--- config.mk ---
export PLATFORM = sky130hd
export DESIGN_NAME = control_merge_dataless
export DESIGN_NICKNAME = d
export VERILOG_FILES = /design/src/rtl/control_merge_dataless_pkg.sv /design/src/rtl/control_merge_dataless_tehb.sv /design/src/rtl/control_merge_dataless.sv
export SDC_FILE = /design/constraint.sdc
export NUM_CORES = 1
export LEC_CHECK = 0
export ABC_AREA = 1
export CAP_MARGIN = 30
export CORE_AREA = 10 10 47 49
export DETAILED_ROUTE_END_ITERATION = 6
export DIE_AREA = 0 0 57 59
export GPL_TIMING_DRIVEN = 0
export PLACE_DENSITY = 0.46
export SYNTH_ARGS = -nofsm -noshare
export SYNTH_HDL_FRONTEND = slang
export SYNTH_SLANG_ARGS = --single-unit
--- constraint.sdc ---
create_clock -name clk -period 1.1 [get_ports clk]
set_input_delay 0.22 -clock clk [delete_from_list [all_inputs] [get_ports clk]]
set_output_delay 0.22 -clock clk [all_outputs]
set_load 0.01 [all_outputs]
--- src/rtl/control_merge_dataless_pkg.sv ---
// Shared handshake helpers for the dataless control merge and its one-slot buffer.
package control_merge_dataless_pkg;

    localparam int MAX_W = 32;

    localparam int FORK_OUTS  = 0;
    localparam int FORK_INDEX = 1;

    typedef logic [1:0] fork_mask_t;

    // Position of the lowest set bit; 0 when no bit is set.
    function automatic logic [MAX_W-1:0] lowest_set_index(input logic [MAX_W-1:0] vec);
        logic [MAX_W-1:0] r;
        r = '0;
        for (int i = MAX_W - 1; i >= 0; i--) begin
            if (vec[i]) begin
                r = MAX_W'(i);
            end
        end
        return r;
    endfunction

endpackage

--- src/rtl/control_merge_dataless_tehb.sv ---
// One-slot transparent elastic buffer: passes data straight through, holds it only on stall.
module tehb #(
    parameter int DATA_TYPE = 1
) (
    input  logic                 clk,
    input  logic                 rst,
    input  logic [DATA_TYPE-1:0] ins,
    input  logic                 ins_valid,
    output logic                 ins_ready,
    output logic [DATA_TYPE-1:0] outs,
    output logic                 outs_valid,
    input  logic                 outs_ready
);

    logic                 full_q;
    logic [DATA_TYPE-1:0] data_q;

    assign ins_ready  = ~full_q;
    assign outs_valid = full_q | ins_valid;
    assign outs       = full_q ? data_q : ins;

    always_ff @(posedge clk) begin
        if (!rst) begin
            full_q <= 1'b0;
            data_q <= '0;
        end else if (!full_q && ins_valid && !outs_ready) begin
            full_q <= 1'b1;
            data_q <= ins;
        end else if (full_q && outs_ready) begin
            full_q <= 1'b0;
        end
    end

endmodule

--- src/rtl/control_merge_dataless.sv ---
// Dataless control merge: priority-picks one valid input, emits a token plus the winner's index.
module control_merge_dataless
    import control_merge_dataless_pkg::*;
#(
    parameter int SIZE       = 2,
    parameter int INDEX_TYPE = 1
) (
    input  logic                  clk,
    input  logic                  rst,
    input  logic [SIZE-1:0]       ins_valid,
    output logic [SIZE-1:0]       ins_ready,
    output logic                  outs_valid,
    input  logic                  outs_ready,
    output logic [INDEX_TYPE-1:0] index,
    output logic                  index_valid,
    input  logic                  index_ready
);

    logic [INDEX_TYPE-1:0] sel;
    logic                  m_valid;
    logic                  tehb_ready;
    logic                  v;
    logic [INDEX_TYPE-1:0] d;
    logic                  f_ready;
    fork_mask_t            done;
    fork_mask_t            sent_q;
    fork_mask_t            sent_d;

    assign sel     = INDEX_TYPE'(lowest_set_index(MAX_W'(ins_valid)));
    assign m_valid = |ins_valid;

    // Only the winner sees ready, so exactly one input is consumed per token.
    for (genvar gi = 0; gi < SIZE; gi++) begin : g_ins_ready
        assign ins_ready[gi] = tehb_ready & (sel == INDEX_TYPE'(gi));
    end

    tehb #(
        .DATA_TYPE(INDEX_TYPE)
    ) u_tehb (
        .clk        (clk),
        .rst        (rst),
        .ins        (sel),
        .ins_valid  (m_valid),
        .ins_ready  (tehb_ready),
        .outs       (d),
        .outs_valid (v),
        .outs_ready (f_ready)
    );

    assign outs_valid  = v & ~sent_q[FORK_OUTS];
    assign index_valid = v & ~sent_q[FORK_INDEX];
    assign index       = d;

    assign done[FORK_OUTS]  = sent_q[FORK_OUTS]  | (outs_valid & outs_ready);
    assign done[FORK_INDEX] = sent_q[FORK_INDEX] | (index_valid & index_ready);
    assign f_ready          = &done;
    assign sent_d           = f_ready ? '0 : done;

    always_ff @(posedge clk) begin
        if (!rst) begin
            sent_q <= '0;
        end else begin
            sent_q <= sent_d;
        end
    end

endmodule

# Word-level counts from Yosys, hierarchy flattened
# Cells that the tools add are included.
# word_totals
reg_bits,4
latchBits,0
ram_bits,0
rom_bits,0
in_bits,6
output_inout_bits,5
elab_cells,31
mem_count,0
# op_classes
n_addsub,0
multipliers,0
div,0
magnitude_cmp,0
n_eq_ne,0
shifts,0
n_mux,5
bitwise_logic,14
n_reduce_logical,9
# ops
operator,n
$and A1 B1 Y1,6
$mux W1,5
$not A1 Y1,5
$reduce_or A2 Y1,2
$logic_and A1 B1 Y1,3
$or A1 B1 Y1,3
$logic_not A1 Y1,2
$reduce_and A2 Y1,1
$reduce_bool A2 Y1,1

# Longest topological paths before layout
# Gate-level depths: netlist (run 1).
# depth
depth_word,9
mapped_depth,9
ltp_nobuf,9

# Modules after synthesis
# From an unflattened synthesis (run 1), not the netlist that was laid out.
# hier_totals
cells_unflattened,40
hier_area_um2,227.7
# by_module_without_submodules
mod,instances,cells_per_inst,area_each_um2,seq_area_each_um2
control_merge_dataless,1,25,135.1,40.0
tehb,1,15,92.6,40.0

# Least setup slack after synthesis (run 1)
# No wires, ideal clock.
# synth_path
path_type,register -> register
from,reg u_tehb.full_q
to,reg sent_q[1]
arrival_time_ns,0.832
t_required_ns,0.991
path_slack_ns,0.159
stages_incl_launch_ff,10
path_buffers,0
path_cell_list,dfxtp_1 > inv_2 > nand2_2 > nand2_1 > nand2_2 > nand2_2 > nand2_1 > inv_1 > nand2_1 > inv_1
# synth_between
elab_chain_len,6
# synth_lines
element,line,text
from (decl),control_merge_dataless_tehb.sv:15,logic full_q;
from (signal assigned),control_merge_dataless_tehb.sv:24,full_q <= 1'b0;
from (signal assigned),control_merge_dataless_tehb.sv:27,full_q <= 1'b1;
from (signal assigned),control_merge_dataless_tehb.sv:30,full_q <= 1'b0;
$or A1 B1 Y1 *,control_merge_dataless_tehb.sv:19,assign outs_valid = full_q | ins_valid;
"$and A1 B1 Y1, on equally long branches","control_merge_dataless.sv:50, control_merge_dataless.sv:51",
"$and A1 B1 Y1, on equally long branches","control_merge_dataless.sv:54, control_merge_dataless.sv:55",
"$or A1 B1 Y1, on equally long branches","control_merge_dataless.sv:54, control_merge_dataless.sv:55",
$reduce_and A2 Y1,control_merge_dataless.sv:56,assign f_ready = &done;
$reduce_or A2 Y1 (no source line),--,
to (signal assigned),control_merge_dataless.sv:63,sent_q <= sent_d;
to (decl),control_merge_dataless.sv:26,fork_mask_t sent_q;
# Every way passes the cells marked *; elsewhere a longest branch is shown, timed or not.
# A chain may end at the register's enable or synchronous reset.

# Final worst setup path (run 1)
# layout_path
from,reg u_tehb.full_q
to,out outs_valid
# layout_between
elab_chain_len,2
# layout_lines
element,line,text
$or A1 B1 Y1,control_merge_dataless_tehb.sv:19,
$and A1 B1 Y1,control_merge_dataless.sv:50,assign outs_valid = v & ~sent_q[FORK_OUTS];
to (decl),control_merge_dataless.sv:12,"output logic outs_valid,"
# Every way passes these cells.

==> key figures, run 1 <==
Worst setup path
  – Reg-to-reg critical path startpoint: u_tehb.full_q
  – Element type at the critical path end: primary output
  – Startpoint types: flop
  – Worst r2r dst: u_tehb.data_q
  – Critical path class: flop to primary output
  – Setup slack, reg-to-reg: 30 ps
  – Worst Path Required: 880 ps
  – WP data arrival: 940 ps
  – Crit path max fanout: 4
  – R2R depth: 9

Floorplan
  – Die area: 3360 um2
  – Initial Util: 15.7%
  – Row cnt: 14
  – Core area: 1400 um2
  – Die Ht: 59 um
  – Ports: 11
  – Die W: 57 um

Hold path
  – Hold depth: 2
  – Worst Hold End: u_tehb.data_q
  – Hold_sp: u_tehb.data_q
  – Worst Hold Class: flop to flop

Synthesis
  – Post-synthesis sequential area ratio: 36.4%
  – Mean Syn Cell Area: 6.12 um2
  – Yosys warning count: 0
  – Mapped Area: 220 um2
  – Yosys reg bits: 4
  – Mapped Nets: 42
  – Cell count after synthesis: 36
  – Post-synth cell types: 10

Drt
  – Routed len/inst: 8.25 um
  – Vias: 253
  – Antenna-violating nets left: 0
  – DRC: 0
  – Via/cell ratio: 3.56
  – DRT Pass-1 Iters: 2
  – Final wirelength: 586 um
  – DR iter-0 viols: 1

Timing
  – Clock Skew: 0.259 ps
  – Peak Freq: 860 MHz
  – Max Slew Vio Count: 0
  – Fin crit period: 1160 ps
  – Slew of the pin with the lowest slew margin: 160 ps
  – Final setup vio count: 4
  – Period utilisation layout: 106%
  – Hold WS: 450 ps
  – RSZ-0062 raised after global routing: true
  – Final worst slack: -62.9 ps
  – Final Hold Vio Count: 0
  – Worst slew margin relative to its limit: 89.3%
  – Setup TNS: -168 ps

Power
  – Sw power: 142 uW
  – Internal power: 358 uW
  – Clk pwr share: 35.0%
  – Pwr Density: 1230 nW/um2
  – Worst VDD drop: 0.472 mV
  – Leakage: 0.000221 uW
  – Seq pwr share: 33.9%
  – Switching Fraction: 28.4%
  – Logic pwr share: 31.2%

Global routing
  – Total grt overflow: 0
  – GRT Util Overall: 3.58%
  – Number of global-route vias before repair: 240
  – First-pass GRT wire length: 897 um
  – Pin count of the biggest net entering global routing: 5
  – Initial antenna violation count: 0

Final layout
  – Area of the multi-input gates: 131 um2
  – Layout cells sized above 1: 58.2%
  – P&R area growth vs syn: 84.7%
  – Nets: 63
  – Most frequent cells in the layout: 8 x nand2_2, 7 x nor2_1, 6 x buf_4
  – Sequential Area: 81.3 um2
  – Antenna cells: 0
  – Final Cell Area: 407 um2
  – Commonest non-fill, non-tap cell in the layout: nand2_2
  – Layout fillers: 170

Clock tree
  – Largest buffer count on any clock path: 2
  – Clock sink total: 4
  – Reg clk slew, reported paths: 30 ps
  – Worst skew pair latency: 230 ps
  – Htree depth: 1
  – CTS tree: yes
  – CTS Buf Count: 3
  – Post-CTS Hold Buffers: 0
  – Clock Tree Root: clkbuf_4

Placement
  – Cell Area, Placed: 340 um2
  – HPWL Detailed: 458 um
  – RePlAce Congestion: 0.628
  – PortBufs: 10

Flow run
  – Max cap viols: 0

Outcome
  – Failing checks: setup timing
  – Status: finished with violations
==> worst max-delay path by stage <==
stage | startpoint | end | slack [ps] | cells past startpoint
after floorplan | u_tehb.full_q | sent_q[1] | 160 | 9
after global placement | ins_valid[1] | index | -720 | 6
after detailed placement | ins_valid[1] | index | -720 | 6
after CTS | u_tehb.full_q | index_valid | -80 | 5
after global routing | u_tehb.full_q | outs_valid | -130 | 5
final | u_tehb.full_q | outs_valid | -60 | 5
==> cell type report <==
type / count / area share, %
Multi-Input combinational cell: 23 / 32.3
Timing Repair Buffer: 16 / 28.9
Sequential cell: 4 / 20.0
Inverter: 9 / 8.31
Clock buffer: 3 / 5.54
Tap cell: 16 / 4.92
==> routing by layer <==
metal / up-vias / share of wire (%) / global-route usage [%]
met3: 0 / 8.7 / 2.58
met1: 106 / 41 / 3.08
met2: 5 / 50 / 5.12
li1: 142 / - / -
met5: - / 0 / 0
met4: 0 / 0 / 4.03
==> flip-flops by register name (all words and copies together) (netlist names) <==
signal,count
u_tehb.full_q,1
u_tehb.data_q,1
sent_q,2
==> cell usage after synthesis <==
library cell	n	area share [%]
inv_2	1	1.7
a21oi_2	1	4.0
dfxtp_1	4	36
nor2_2	1	2.8
inv_1	8	14
nand3_1	1	2.3
nand2_2	4	11
nand2_1	7	12
nor3_1	1	2.3
nor2_1	8	14
==> what timing repair did <==
| action | CTS | global route |
|---|---|---|
| resized for setup | 26 | 8 |
| pin swaps | 3 | 4 |
| setup buffers | 3 | 3 |
| setup endpoints to repair | 8 | 7 |
==> power by group through the flow <==
stage	Combinational [uW]	Sequential, uW	Clock, uW
after floorplan	70.7	168	0
after global placement	140	170	0
after detailed placement	140	170	0
after CTS	129	168	189
after global routing	172	170	207
final	156	169	175
==> through the flow <==
step	util [%]	instances	total power [uW]	setup WS [ps]
floorplan	-	36	239	159
global route	29.0	71	549	-128
CTS	25.8	68	487	-77.1
finish	29.0	71	499	-62.9
detailed placement	24.3	62	310	-716
global placement	24.3	62	311	-724
==> critical path: stages, from the launching register on <==
cell and delay, ps:
dfxtp_2 350, inv_2 50, nand2_2 70, inv_2 50, nor2_1 70, buf_2 130
==> logic make-up after synthesis <==
logic type	share of synthesized area (%)
AO/OA/AOI/OAI	3.98
buffers and inverters	15.3
flip-flops	36.4
AND/OR/NAND/NOR	44.3
Note: power is estimated with default switching activity, not from simulation.
==> run 2, diff against run 1 <==
SLEW_MARGIN = 30   (was default)
==> results of run 2 <==
Same layout as run 1: the final DEF is identical, and so are final timing and power.
